**config.mk**
```make
export PLATFORM = sky130hd
export DESIGN_NAME = seg7_scan_ctrl
export DESIGN_NICKNAME = d
export VERILOG_FILES = /design/src/rtl/seg7_pkg.sv /design/src/rtl/seg7_hex_decode.sv /design/src/rtl/seg7_scan_ctrl.sv
export SDC_FILE = /design/constraint.sdc
export NUM_CORES = 1
export LEC_CHECK = 0
export CAP_MARGIN = 20
export CORE_ASPECT_RATIO = 1.5
export CORE_MARGIN = 2
export CORE_UTILIZATION = 57
export DETAILED_ROUTE_END_ITERATION = 6
export PLACE_DENSITY = 0.85
export SLEW_MARGIN = 20
export SYNTH_ARGS = -nofsm -noshare
export SYNTH_HDL_FRONTEND = slang
export SYNTH_SLANG_ARGS = --single-unit
```
**constraint.sdc**
```tcl
create_clock -name clk -period 13.8 [get_ports clk]
set_input_delay 2.76 -clock clk [delete_from_list [all_inputs] [get_ports clk]]
set_output_delay 2.76 -clock clk [all_outputs]
set_load 0.005 [all_outputs]
```
**src/rtl/seg7_pkg.sv**
```systemverilog
// seg7_pkg: shared constants for the 7-segment scan controller.
//  SEG_BLANK  all cathodes off (active-low bus)
//  SEG_A..P   bit positions inside a segment byte {p,g,f,e,d,c,b,a}
//  hex2seg    nibble -> active-high gfedcba glyph
package seg7_pkg;

  localparam logic [7:0] SEG_BLANK = 8'hFF;

  localparam int SEG_A = 0;
  localparam int SEG_B = 1;
  localparam int SEG_C = 2;
  localparam int SEG_D = 3;
  localparam int SEG_E = 4;
  localparam int SEG_F = 5;
  localparam int SEG_G = 6;
  localparam int SEG_P = 7;

  function automatic logic [6:0] hex2seg(input logic [3:0] h);
    logic [6:0] s;
    case (h)
      4'h0: s = 7'h3F;  4'h1: s = 7'h06;  4'h2: s = 7'h5B;  4'h3: s = 7'h4F;
      4'h4: s = 7'h66;  4'h5: s = 7'h6D;  4'h6: s = 7'h7D;  4'h7: s = 7'h07;
      4'h8: s = 7'h7F;  4'h9: s = 7'h6F;  4'hA: s = 7'h77;  4'hB: s = 7'h7C;
      4'hC: s = 7'h39;  4'hD: s = 7'h5E;  4'hE: s = 7'h79;  default: s = 7'h71;
    endcase
    return s;
  endfunction

endpackage

```
**src/rtl/seg7_hex_decode.sv**
```systemverilog
// seg7_hex_decode: combinational hex nibble to 7-segment glyph.
//  hex  in  4  nibble
//  seg  out 7  active-high gfedcba
module seg7_hex_decode
  import seg7_pkg::*;
(
  input  logic [3:0] hex,
  output logic [6:0] seg
);

  assign seg = hex2seg(hex);

endmodule

```
**src/rtl/seg7_scan_ctrl.sv**
```systemverilog
// seg7_scan_ctrl: self-timed N-digit multiplexed 7-segment driver with
// hex/raw modes, per-digit blink, 16-step PWM brightness and dead time.
//  clk, rst        clock, async active-high reset
//  hexs, seg_raw   per-digit nibble / raw byte sources (shadowed per frame)
//  points,blink_en per-digit dp request / blink enable (shadowed)
//  mode            1 = hex text, 0 = raw graphic (shadowed)
//  bright          PWM duty (bright+1)/16, live
//  an, segment     active-low anode / cathode pins, registered
//  frame_tick      1-cycle pulse as the scan returns to digit 0
module seg7_scan_ctrl
  import seg7_pkg::*;
#(
  parameter int N_DIGITS = 8,
  parameter int SCAN_DIV = 50000,
  parameter int DEAD_CYC = 4,
  parameter int BLINK_FR = 64
) (
  input  logic                  clk,
  input  logic                  rst,
  input  logic [4*N_DIGITS-1:0] hexs,
  input  logic [8*N_DIGITS-1:0] seg_raw,
  input  logic [N_DIGITS-1:0]   points,
  input  logic [N_DIGITS-1:0]   blink_en,
  input  logic                  mode,
  input  logic [3:0]            bright,
  output logic [N_DIGITS-1:0]   an,
  output logic [7:0]            segment,
  output logic                  frame_tick
);

  localparam int PW = $clog2(SCAN_DIV);
  localparam int IW = $clog2(N_DIGITS);
  localparam int BW = $clog2(BLINK_FR + 1);

  localparam logic [PW-1:0] PRE_LAST = PW'(SCAN_DIV - 1);
  localparam logic [PW-1:0] DEAD     = PW'(DEAD_CYC);
  localparam logic [IW-1:0] IDX_LAST = IW'(N_DIGITS - 1);
  localparam logic [BW-1:0] BLK_LAST = BW'(BLINK_FR - 1);

  logic [PW-1:0] pre;
  logic [IW-1:0] idx;
  logic [BW-1:0] blink_cnt;
  logic          blink_phase;
  logic [3:0]    pwm_cnt;

  // Display reads only these copies so a frame never mixes old and new data.
  logic [N_DIGITS-1:0][3:0] hex_sh;
  logic [N_DIGITS-1:0][7:0] raw_sh;
  logic [N_DIGITS-1:0]      points_sh;
  logic [N_DIGITS-1:0]      blink_sh;
  logic                     mode_sh;

  logic          slot_end, frame_end, dead, blank, pwm_on;
  logic [6:0]    dec;
  logic [7:0]    pat, seg_nxt;
  logic [N_DIGITS-1:0] an_nxt;

  assign slot_end  = (pre == PRE_LAST);
  assign frame_end = slot_end && (idx == IDX_LAST);
  assign dead      = (pre < DEAD);
  assign blank     = blink_sh[idx] & blink_phase;
  assign pwm_on    = (pwm_cnt <= bright);

  seg7_hex_decode u_dec (
    .hex (hex_sh[idx]),
    .seg (dec)
  );

  always_comb begin
    pat = raw_sh[idx];
    if (mode_sh) begin
      pat[SEG_P]         = points_sh[idx];
      pat[SEG_G:SEG_A]   = dec;
    end
    seg_nxt = (dead || blank) ? SEG_BLANK : ~pat;
    an_nxt  = '1;
    if (!dead && pwm_on && !blank) an_nxt[idx] = 1'b0;
  end

  always_ff @(posedge clk or posedge rst) begin
    if (rst) begin
      pre         <= '0;
      idx         <= '0;
      blink_cnt   <= '0;
      blink_phase <= 1'b0;
      pwm_cnt     <= '0;
      hex_sh      <= '0;
      raw_sh      <= '0;
      points_sh   <= '0;
      blink_sh    <= '0;
      mode_sh     <= 1'b0;
      an          <= '1;
      segment     <= SEG_BLANK;
      frame_tick  <= 1'b0;
    end else begin
      pwm_cnt    <= pwm_cnt + 4'd1;
      an         <= an_nxt;
      segment    <= seg_nxt;
      frame_tick <= frame_end;
      if (slot_end) begin
        pre <= '0;
        idx <= (idx == IDX_LAST) ? '0 : idx + IW'(1);
      end else begin
        pre <= pre + PW'(1);
      end
      // Shadow load, blink step and digit wrap all land on the same edge.
      if (frame_end) begin
        hex_sh    <= hexs;
        raw_sh    <= seg_raw;
        points_sh <= points;
        blink_sh  <= blink_en;
        mode_sh   <= mode;
        if (blink_cnt == BLK_LAST) begin
          blink_cnt   <= '0;
          blink_phase <= ~blink_phase;
        end else begin
          blink_cnt <= blink_cnt + BW'(1);
        end
      end
    end
  end

endmodule

```
Word-level counts from Yosys, hierarchy flattened --
Memories as Yosys holds them, arrays and structs flattened. Cells that the tools add are included.
Storage, ports and cells: memory bits (read-only) 112, memories 1, bits of input ports 119, register bits 161, output and inout port bits 17, word-level logic and storage cells 67
Operators by class: bitwise gates (word level) 4, reduce and logical (&&, ||, !) cells 8, muxes and demuxes 16, $lt $le $gt $ge 4, eq/ne operators 3, $add $sub $neg 4
Memories:
- (no name shown) | words 16, bits a word 7, read ports 1, clocked after memory_dff 0, wr ports 0, RTL line seg7_pkg.sv:20 | case (h)
Operators by type and width (number):
- 8-bit 2-to-1 mux | 4
- 8-bit binary-select mux with 3-bit select | 1
- 16-bit by 1-bit adder with 16-bit output (second input constant) | 1
- 16-bit equality test (second input constant) | 1
- 16-bit by 3-bit less-than comparator with 1-bit output (second input constant) | 1
- 16-bit 2-to-1 mux | 1
- 8-bit inverter | 2
- 4-bit binary-select mux with 3-bit select | 1
- 7-bit by 1-bit adder with 7-bit output (second input constant) | 1
- 7-bit by 6-bit equality test with 1-bit output (second input constant) | 1
- 7-bit 2-to-1 mux | 1
- 1-bit binary-select mux with 3-bit select | 2
- 4-bit by 1-bit adder with 4-bit output (second input constant) | 1
- 4-bit <= comparator | 1
- 1-bit logical AND | 4
- 3-bit by 4-bit less-than comparator with 1-bit output (second input constant) | 1
- 4-bit 2-to-1 mux | 1
- 3-bit by 1-bit adder with 3-bit output (second input constant) | 1
- 1-bit demux with 3-bit select | 1
- 3-bit equality test (second input constant) | 1
- 3-bit by 1-bit greater-or-equal comparator with 1-bit output (second input constant) | 1
- 1-bit 2-to-1 mux | 3
- 3-bit 2-to-1 mux | 1
- 1-bit logical NOT | 2
- 4 further kinds | 4

Depth between registers and ports, before layout --
word-level depth 6, gate-level depth with buffers 10

By module --
From an unflattened synthesis, not the netlist that was laid out.
Second synthesis, totals: cells, all modules 580, area, all modules 7826.3 sq um
By module, submodules not included:
- seg7_scan_ctrl | seq. area each 4048.9 sq um, cells each 547, area an instance 7538.5 sq um, times used 1
- seg7_hex_decode | seq. area each 0.0 sq um, cells each 33, area an instance 287.8 sq um, times used 1

Worst setup path before layout --
OpenSTA, ideal clock, no wires.
path kind input port to flip-flop, from input port bright[1], to register an[0], slack 9749 ps, arrival 3948 ps, cell stages on the path 7, library setup time 103 ps, cells stage by stage inv_1 -> ha_1 -> nor2b_1 -> o21a_1 -> o21a_1 -> o21ai_1 -> nand4b_1
On the way: cells in the longest elaborated chain, start to end 4
RTL lines:
- from (decl) | RTL line seg7_scan_ctrl.sv:25 | input logic [3:0] bright,
- 4-bit <= comparator | RTL line seg7_scan_ctrl.sv:62 | assign pwm_on = (pwm_cnt <= bright);
- 1-bit logical AND (2 in series) | RTL line seg7_scan_ctrl.sv:77 | if (!dead && pwm_on && !blank) an_nxt[idx] = 1'b0;
- 8-bit 2-to-1 mux | RTL line seg7_scan_ctrl.sv:77
- net an_nxt[0] | RTL line seg7_scan_ctrl.sv:56 | logic [N_DIGITS-1:0] an_nxt;
- to (signal assigned) | RTL line seg7_scan_ctrl.sv:97 | an <= an_nxt;
- to (decl) | RTL line seg7_scan_ctrl.sv:26 | output logic [N_DIGITS-1:0] an,
The timed path passes the listed nets, and every way through them passes these cells. A chain may end at the register's enable or synchronous reset.

Final worst setup path --
from input port bright[1], to register an[7]
The elaborated chain is that of the path after synthesis.

==> results.yml <==
detailed_routing:
  drt_iter0_markers: 252
  finalWirelength_um: 17400
  routed_via_density: 5.97
  routedWlPerCell_um: 20.0
  dr_wl_met2_um: 9440
  met1_length_um: 6740
  dr.pass1.iters: 5
  wl_met3_um: 731
  drc: 0
  antenna_left: 0
  highest_layer: "met4"
  vias: 5221
cells_and_area:
  seqCellArea_um2: 4050
  fillers: 842
  drive_gt1_share_pct: 28.8
  fin_nets: 836
  multi_input_area_um2: 3330
  final_core_util_pct: 73.9
  antenna_cells: 0
  stdcell_count: 874
  area_growth_pct: 25.8
logic_synthesis:
  synth_top_area_share_pct: 47.5
  async_reset_ff_share_pct: 100
  yosys-top-cells-area: "dfrtp_1, mux2_2, dfstp_2, mux4_2, ha_1"
  synth_common_cells: "dfrtp_1, mux2_2, nor2_1"
  post_synth.cell_area_avg_um2: 13.3
  yosys_register_bits: 161
  synth-edff-count: 0
  synth_cells: 574
  synth_ff_type: "dfrtp_1"
  yosysUniqueCellTypes: 62
  syn_area_um2: 7650
  syn_nets: 708
  synth_area_leader_cell: "dfrtp_1"
  synth_most_common_cell: "dfrtp_1"
  synth_sequential_area_ratio_pct: 53.0
  ys_warn_count: 0
clock_network:
  clockBufferDepth: 2
  cts-root-buf: "clkbuf_16"
  htreeDepth: 4
  cts_resized: 0
  clock-sinks: 161
  clk_latency_ns: 0.43
  numCtsBuffers: 17
  cts_tree: "yes"
  cts_setup_buffers: 0
  ctsHoldBuffers: 0
  clk_pin_slew_ns: 0.07
grt:
  track_usage_pct: 25.2
  grt_pass1_vias: 5710
  gr-total-overflow: 0
  antenna_found_initial: 0
  grt_max_degree: 102
  grt_pass1_wl_um: 28500
critical_path:
  worstPathMaxFanout: 8
  crit_type: "primary input to register"
  end_kind: "register"
  worstSetupEndpoint: "an[7]"
  worst_setup_path_start_kind: "primary input"
  reg2reg_to: "raw_sh[46]"
  rrSetupSlack_ns: 10.20
  worst-r2r-cell-count: 6
  cp.required_ns: 14.10
  timing.rr.start: "idx[1]"
  arrival_ns: 4.68
  crit_path_start: "bright[1]"
die:
  fp.dieArea_um2: 14400
  ios: 136
  core_region_area_um2: 13000
  chipHeight_um: 146
  initial_core_util_pct: 58.7
  rows: 51
  dieWidth_um: 98.6
sta:
  fin_ws_ns: 9.42
  rsz0062_at_grt: "false"
  setup_violations: 0
  slew_headroom_pct: 38.2
  worstMarginPinSlew_ns: 0.927
  tns_ns: 0
  max_freq_ghz: 0.228
  hold_viol_final: 0
  min_period_ns: 4.38
  finalCritPeriodShare_pct: 31.7
  slew_violations: 0
  fin_skew_ns: 0.00935
place:
  dp_hpwl_um: 12000
  place_ws_ns: 9.02
  place_congestion: 0.876
  portBuffers: 135
  placedCellCount: 842
run:
  maxCapViolations: 0
pwr:
  p_leak_uw: 0.00434
  p_per_area_nw_per_um2: 102
  peakVddDrop_v: 0.0000728
hold_path:
  hp-class: "register to register"
run_status:
  status: "complete, no violations"
## critical path: stages
cell	delay [ns]
clkdlybuf4s50_1	0.45
inv_1	0.05
ha_1	0.30
nor2b_1	0.13
o21a_1	0.17
o21a_1	0.17
o21ai_1	0.46
nand4_1	0.20
## layout by cell type, fill, tap and decap left out, drive strengths merged, types with 4 or more instances in the layout
| master | Yosys | layout |
|---|---|---|
| a221oi | 4 | 4 |
| nor3 | 8 | 8 |
| dfstp | 16 | 16 |
| mux2 | 124 | 124 |
| xor2 | 11 | 11 |
| inv | 15 | 22 |
| nand2b | 8 | 8 |
| ha | 15 | 15 |
| a211oi | 4 | 4 |
| o21ai | 18 | 18 |
| dfrtp | 145 | 145 |
| nor2 | 23 | 23 |
| nand3 | 12 | 12 |
| clkdlybuf4s50 | 0 | 135 |
| mux2i | 16 | 16 |
| nand4 | 13 | 13 |
| clkbuf | 10 | 18 |
| clkinvlp | 0 | 4 |
| xnor2 | 7 | 7 |
| nor2b | 6 | 6 |
| a21oi | 7 | 7 |
| nand4b | 4 | 4 |
| buf | 21 | 5 |
| mux4 | 14 | 14 |
| nand2 | 21 | 21 |
## how the worst min path moves through the flow
stage,start,endpoint,slack (ns),cells after the start
2_1_floorplan,pwm_cnt[0],pwm_cnt[0],0.44,1
3_3_place_gp,pwm_cnt[0],pwm_cnt[0],0.46,1
3_5_place_dp,blink_cnt[5],blink_cnt[5],0.47,1
4_1_cts,blink_cnt[5],blink_cnt[5],0.48,1
5_1_grt,pwm_cnt[3],pwm_cnt[3],0.49,1
6_report,pwm_cnt[3],pwm_cnt[3],0.48,1
## per-stage QoR
step | hold WS (ns) | instance area, um^2 | total power [uW]
3_3_place_gp | 0.464 | 9030 | 527
5_1_grt | 0.495 | 9620 | 1010
6_report | 0.479 | 9620 | 983
4_1_cts | 0.483 | 9620 | 988
3_5_place_dp | 0.471 | 9030 | 527
2_1_floorplan | 0.440 | 7650 | 489
## layout make-up
| type | count | area share (%) |
|---|---|---|
| clock buffers | 18 | 4.57 |
| well taps | 159 | 2.07 |
| flip-flops and latches | 161 | 42.1 |
| inverters | 15 | 0.664 |
| clock inverters | 14 | 1.50 |
| multi-input cells | 367 | 34.6 |
| repair buffers | 140 | 14.4 |
## cell families after synthesis
| group | synth area share, % |
|---|---|
| AO/OA/AOI/OAI | 6.28 |
| XOR/XNOR | 2.16 |
| adder cells (fa/ha/maj) | 2.45 |
| buffers and inverters | 3.52 |
| flip-flops | 53.0 |
| multiplexers | 24.5 |
| AND/OR/NAND/NOR | 8.15 |
## power breakdown
| group | internal, uW | switching (uW) | total, uW |
|---|---|---|---|
| logic | 30.2 | 15.7 | 45.9 |
| clock network | 259 | 206 | 465 |
| registers | 472 | 0.0138 | 472 |
| total | 761 | 222 | 983 |
## registers in the layout, indices dropped and copies added, names as in the netlist
register / cells
pwm_cnt: 4
mode_sh: 1
hex_sh: 32
blink_cnt: 7
blink_phase: 1
idx: 3
segment: 8
raw_sh: 64
an: 8
frame_tick: 1
pre: 16
blink_sh: 8
points_sh: 8
## routing by layer
metal	track usage [%]	vias to the layer above
met5	0	-
li1	-	2369
met3	3.36	38
met2	44.8	166
met1	30.0	2648
met4	11.4	0
(Power assumes the default switching activity.)
